### src/rtl/hh_gate_scheduler.sv
// Time-multiplexed scheduler that walks every (neuron, gate) pair through one
// shared Hodgkin-Huxley gate-update unit and keeps the per-neuron gate state.
module hh_gate_scheduler #(
  parameter int N_NEURONS = 4,
  parameter int DW = 16,
  parameter int TIMEOUT = 64,
  parameter logic [DW-1:0] M_INIT = 16'h06C9,
  parameter logic [DW-1:0] H_INIT = 16'h4C4A,
  parameter logic [DW-1:0] N_INIT = 16'h28B4,
  localparam int NW = (N_NEURONS > 1) ? $clog2(N_NEURONS) : 1
) (
  input  logic          clk,
  input  logic          rst,
  input  logic          step_start,
  output logic          busy,
  output logic          step_done,
  output logic [NW-1:0] v_idx,
  input  logic [DW-1:0] v_data,
  output logic          upd_valid,
  input  logic          upd_ready,
  output logic [1:0]    upd_sel,
  output logic [DW-1:0] upd_v,
  output logic [DW-1:0] upd_x,
  input  logic          res_valid,
  input  logic [DW-1:0] res_x,
  output logic          err_timeout,
  input  logic          clr_err,
  input  logic [NW-1:0] rd_neuron,
  input  logic [1:0]    rd_gate,
  output logic [DW-1:0] rd_data
);

  localparam int TW = (TIMEOUT > 1) ? $clog2(TIMEOUT) : 1;

  typedef enum logic [2:0] {IDLE, ISSUE, WAIT, WRITE, DONE} state_t;

  state_t          state;
  logic [NW-1:0]   neuron;
  logic [1:0]      gate;
  logic [TW-1:0]   timer;
  logic [DW-1:0]   v_hold;
  logic [DW-1:0]   res_hold;
  logic [DW-1:0]   gates [N_NEURONS][3];

  logic            last_gate;
  logic            pass_end;
  logic            timeout_hit;
  logic            advance;
  logic [1:0]      next_gate;
  logic [NW-1:0]   next_neuron;

  assign v_idx   = neuron;
  assign upd_sel = gate;

  // v_idx only reaches the new neuron once ISSUE is entered, so the first gate
  // of each neuron forwards v_data directly while v_hold captures it for the rest.
  assign upd_v = (state == ISSUE && gate == 2'd0) ? v_data : v_hold;

  always_comb begin
    last_gate   = (gate == 2'd2);
    pass_end    = last_gate && (neuron == NW'(N_NEURONS - 1));
    next_gate   = last_gate ? 2'd0 : gate + 2'd1;
    next_neuron = last_gate ? neuron + NW'(1) : neuron;
    timeout_hit = (state == WAIT) && !res_valid && (timer == TW'(TIMEOUT - 1));
    advance     = (state == WRITE) || timeout_hit;
  end

  always_comb begin
    rd_data = '0;
    if (rd_gate != 2'd3 && int'(rd_neuron) < N_NEURONS)
      rd_data = gates[rd_neuron][rd_gate];
  end

  always_ff @(posedge clk or posedge rst) begin
    if (rst) begin
      state       <= IDLE;
      neuron      <= '0;
      gate        <= '0;
      timer       <= '0;
      busy        <= 1'b0;
      step_done   <= 1'b0;
      upd_valid   <= 1'b0;
      upd_x       <= '0;
      v_hold      <= '0;
      res_hold    <= '0;
      err_timeout <= 1'b0;
      for (int unsigned n = 0; n < N_NEURONS; n++) begin
        gates[n][0] <= M_INIT;
        gates[n][1] <= H_INIT;
        gates[n][2] <= N_INIT;
      end
    end else begin
      step_done <= 1'b0;
      case (state)
        IDLE: begin
          if (step_start) begin
            state     <= ISSUE;
            busy      <= 1'b1;
            neuron    <= '0;
            gate      <= '0;
            upd_valid <= 1'b1;
            upd_x     <= gates[0][0];
          end
        end
        ISSUE: begin
          if (gate == 2'd0)
            v_hold <= v_data;
          if (upd_ready) begin
            upd_valid <= 1'b0;
            timer     <= '0;
            state     <= WAIT;
          end
        end
        WAIT: begin
          timer <= timer + TW'(1);
          if (res_valid) begin
            res_hold <= res_x;
            state    <= WRITE;
          end
        end
        WRITE: begin
          gates[neuron][gate] <= res_hold[DW-1] ? '0 : res_hold;
        end
        DONE: begin
          busy  <= 1'b0;
          state <= IDLE;
        end
        default: state <= IDLE;
      endcase

      // A timed-out item skips its write but advances exactly like WRITE.
      if (advance) begin
        if (pass_end) begin
          state     <= DONE;
          step_done <= 1'b1;
          neuron    <= '0;
          gate      <= '0;
        end else begin
          state     <= ISSUE;
          upd_valid <= 1'b1;
          neuron    <= next_neuron;
          gate      <= next_gate;
          upd_x     <= gates[next_neuron][next_gate];
        end
      end

      if (timeout_hit)
        err_timeout <= 1'b1;
      else if (clr_err)
        err_timeout <= 1'b0;
    end
  end

endmodule

### config.mk
export PLATFORM = sky130hd
export DESIGN_NAME = hh_gate_scheduler
export DESIGN_NICKNAME = d
export VERILOG_FILES = /design/src/rtl/hh_gate_scheduler.sv
export SDC_FILE = /design/constraint.sdc
export NUM_CORES = 1
export LEC_CHECK = 0
export CORE_ASPECT_RATIO = 1.75
export CORE_MARGIN = 2
export CORE_UTILIZATION = 40
export CTS_BUF_LIST = sky130_fd_sc_hd__clkbuf_2 sky130_fd_sc_hd__clkbuf_4 sky130_fd_sc_hd__clkbuf_8
export CTS_CLUSTER_SIZE = 40
export DETAILED_ROUTE_END_ITERATION = 6
export PLACE_DENSITY = 0.69
export SYNTH_ARGS = -nofsm -noshare
export SYNTH_HDL_FRONTEND = slang
export SYNTH_SLANG_ARGS = --single-unit
### constraint.sdc
create_clock -name clk -period 11.2 [get_ports clk]
set_input_delay 3.36 -clock clk [delete_from_list [all_inputs] [get_ports clk]]
set_output_delay 3.36 -clock clk [all_outputs]
set_load 0.02 [all_outputs]
==> results_dict.tcl <==
set metrics [dict create \
    antenna_found_initial 1 \
    clock_latency_ns 0.57 \
    die_area_um2 33100 \
    yosys-top-cells-area "dfrtp_1 (34%), dfstp_2 (15%), mux4_2 (11%)" \
    critPathTopFamily "buffers and inverters" \
    fin_crit_sh 0.835 \
    setup_tns_ns 0 \
    area_delta_synth_final_pct 16.0 \
    synth_adder_area_share 0.00495 \
    grt_setup_unrepaired "false" \
    power_density_nw_per_um2 225 \
    ys_ff_latch 245 \
    gr-total-overflow 0 \
    fin_util 0.468 \
    p_leak_nw 5.66 \
    grt_pass1_wl_mm 59.5 \
    cts_resized 0 \
    dr.pass1.iters 6 \
    post-cts-setup-buffers 0 \
    die_x_um 138 \
    crit_path_max_fanout 16 \
    clock.fmax_ghz 0.107 \
    worstPathCellList "clkdlybuf4s50_1 -> buf_4 -> nor2b_2 -> nand2_1 -> o21ai_0 -> clkdlybuf4s50_1" \
    dpl_cell_area_um2 13800 \
    io_pins 98 \
    synth_top_family_by_area "compound AO/OA/AOI/OAI gates" \
    final_area_um2 14700 \
    synth_top_cell_by_area "dfrtp_1" \
    hold_viol_final 0 \
    slew_headroom 0.135 \
    initial_core_util 0.403 \
    clock_skew_ns 0.0307 \
    critPathArrivalTime_ns 5.99 \
    cts_buffers 38 \
    synth_edf_count 0 \
    worst_path_most_repeated_cell "clkdlybuf4s50_1" \
    synth_ff_type "dfrtp_1" \
    grt.total_usage 0.233 \
    worst_pin_slew_ns 1.30 \
    final_common_cell "nand2_1" \
    cts_tree "yes" \
    required_ns 7.84 \
    finalCriticalPeriod_ns 9.35 \
    pre_cts_ws_ns 1.86 \
    final_cell_mix "nand2_1 (306), o21ai_0 (239), dfrtp_1 (172)" \
    synthMuxAreaShare 0.161 \
    synth-async-reset-ratio 1.00 \
    cts-root-buf "clkbuf_8" \
    netlist_area_um2 12600 \
    drive_above_1_share 0.200 \
    wl_mm 38.5 \
    postRouteAntennaNets 0 \
    portBuffers 96 \
    path_buf_inv 3 \
    endpoint_kind "output pin" \
    synth_xor_area_frac 0.00406 \
    drc 0 \
    critical-path-slowest-cell "nor2b_2" \
    yosysSeqAreaShare 0.493 \
    finalSetupViolations 0 \
    cts_buffer_depth 3 \
    yosys_warnings 0 \
    gp_congestion 0.877 \
    grt_max_degree 140 \
    holdBufCountCts 0 \
    synth_compound_area_frac 0.162 \
    nets 1367 \
    finalPower_mw 3.30 \
    critPathLaunchType "primary input" \
    outcome "finished, final reports clean" \
    ctsHtreeMaxLevel 2 \
    synth_nets 1324 \
    core_area_um2 31300 \
    yosys.area_share.simple 0.134 \
    slew_viol_final 0 \
    grt_pass1_vias 10262 \
    clkTransAtPathRegs_ns 0.06 \
    ys_types 54 \
    vias_per_cell 5.84 \
    numClockSinks 245 \
    cap_violations 0 \
    yosys.area.top_type_share 0.343 \
    path_class "primary input to output pin" \
    holdCritPathClass "flop to flop" \
    wl_per_cell_um 22.0 \
    synth_cells 1277 \
    num_vias 10189 \
    setup_slack_ns 1.85 \
    synth_area_per_cell_um2 9.89 \
    fp.dieH_um 239 \
    placementRows 86 \
    dp_hpwl_mm 24.3 \
    crit_path_max_incr_delay_ns 0.82 \
    drt_iter0_markers 910 \
    ir_drop_mv 0.138 \
]
cells in the mapped netlist, types with 2 or more instances:
cell and number:
a2111oi_0 3, buf_1 12, o2bb2ai_1 2, clkinv_1 2, o211ai_1 9, a21o_1 3
o31ai_1 3, o22ai_1 7, buf_4 2, buf_2 14, nand2b_1 24, nand2_4 2
xor2_1 2, a32oi_1 15, mux4_2 59, nor2_1 23, nor3_1 14, a31oi_1 7
nor2b_1 6, and2_1 5, a211oi_1 20, mux2_2 34, dfrtp_1 173, nand3_1 9
dfstp_2 72, inv_1 14, nand2_1 306, a21oi_1 43, xnor2_1 2, or3_1 4
mux2i_1 32, clkbuf_1 84, ha_1 5, a221oi_1 5, o21ai_0 239, nor4_1 3
power by group:
part	internal [mW]	total (mW)	switching [mW]
Combinational	0.480	1.22	0.736
Clock	0.462	0.822	0.359
Sequential	1.09	1.26	0.176
Total	2.03	3.30	1.27
sequential cells by signal (all words and copies together) (netlist names):
register	flops
upd_sel	2
timer	6
step_done	1
err_timeout	1
upd_valid	1
v_idx	2
state	3
upd_x	16
v_hold	16
res_hold	16
gates	180
busy	1
final timing paths:
kind	end	slack, ns	start	cells past startpoint
max in group asynchronous	upd_x[10]$_DFF_PP0_	6.62	rst	3
min in group asynchronous	gates[85]$_DFFE_PP0P_	3.41	rst	2
setup / recovery	rd_data[14]	1.85	rd_gate[0]	6
hold reg to reg	timer[5]$_DFFE_PP0P_	0.48	timer[5]$_DFFE_PP0P_	1
setup reg to reg	upd_x[10]$_DFF_PP0_	7.13	v_idx[0]$_DFFE_PP0P_	8
hold / removal	timer[5]$_DFFE_PP0P_	0.48	timer[5]$_DFFE_PP0P_	1
area by class of cell:
cell class	instances	area, um^2
fill	2865	16700
sequential	245	6220
clock inverter	5	52.6
timing repair buffer	116	1110
tap	396	495
clock buffer	64	781
antenna	1	2.50
inverter	17	71.3
multi-input combinational	902	5920
routing by layer:
layer	track usage	up-vias	wire (um)
li1	-	4599	-
met1	0.271	4923	14300
met2	0.398	501	18800
met3	0.0379	166	2700
met4	0.150	0	2670
met5	0	-	0
stage by stage:
stage / hold WS [ns] / instances
after floorplan: 0.448 / 1277
after global placement: 0.461 / 1676
after detailed placement: 0.475 / 1676
after CTS: 0.485 / 1745
after global routing: 0.506 / 1746
final: 0.483 / 1746
kinds of logic after synthesis:
logic type | count (synthesis)
flops | 245
compound gates | 363
fa+ha+maj | 5
mux | 125
simple gates | 403
other cells | 1
buf+inv | 130
xor+xnor | 5
(Power assumes the default switching activity.)
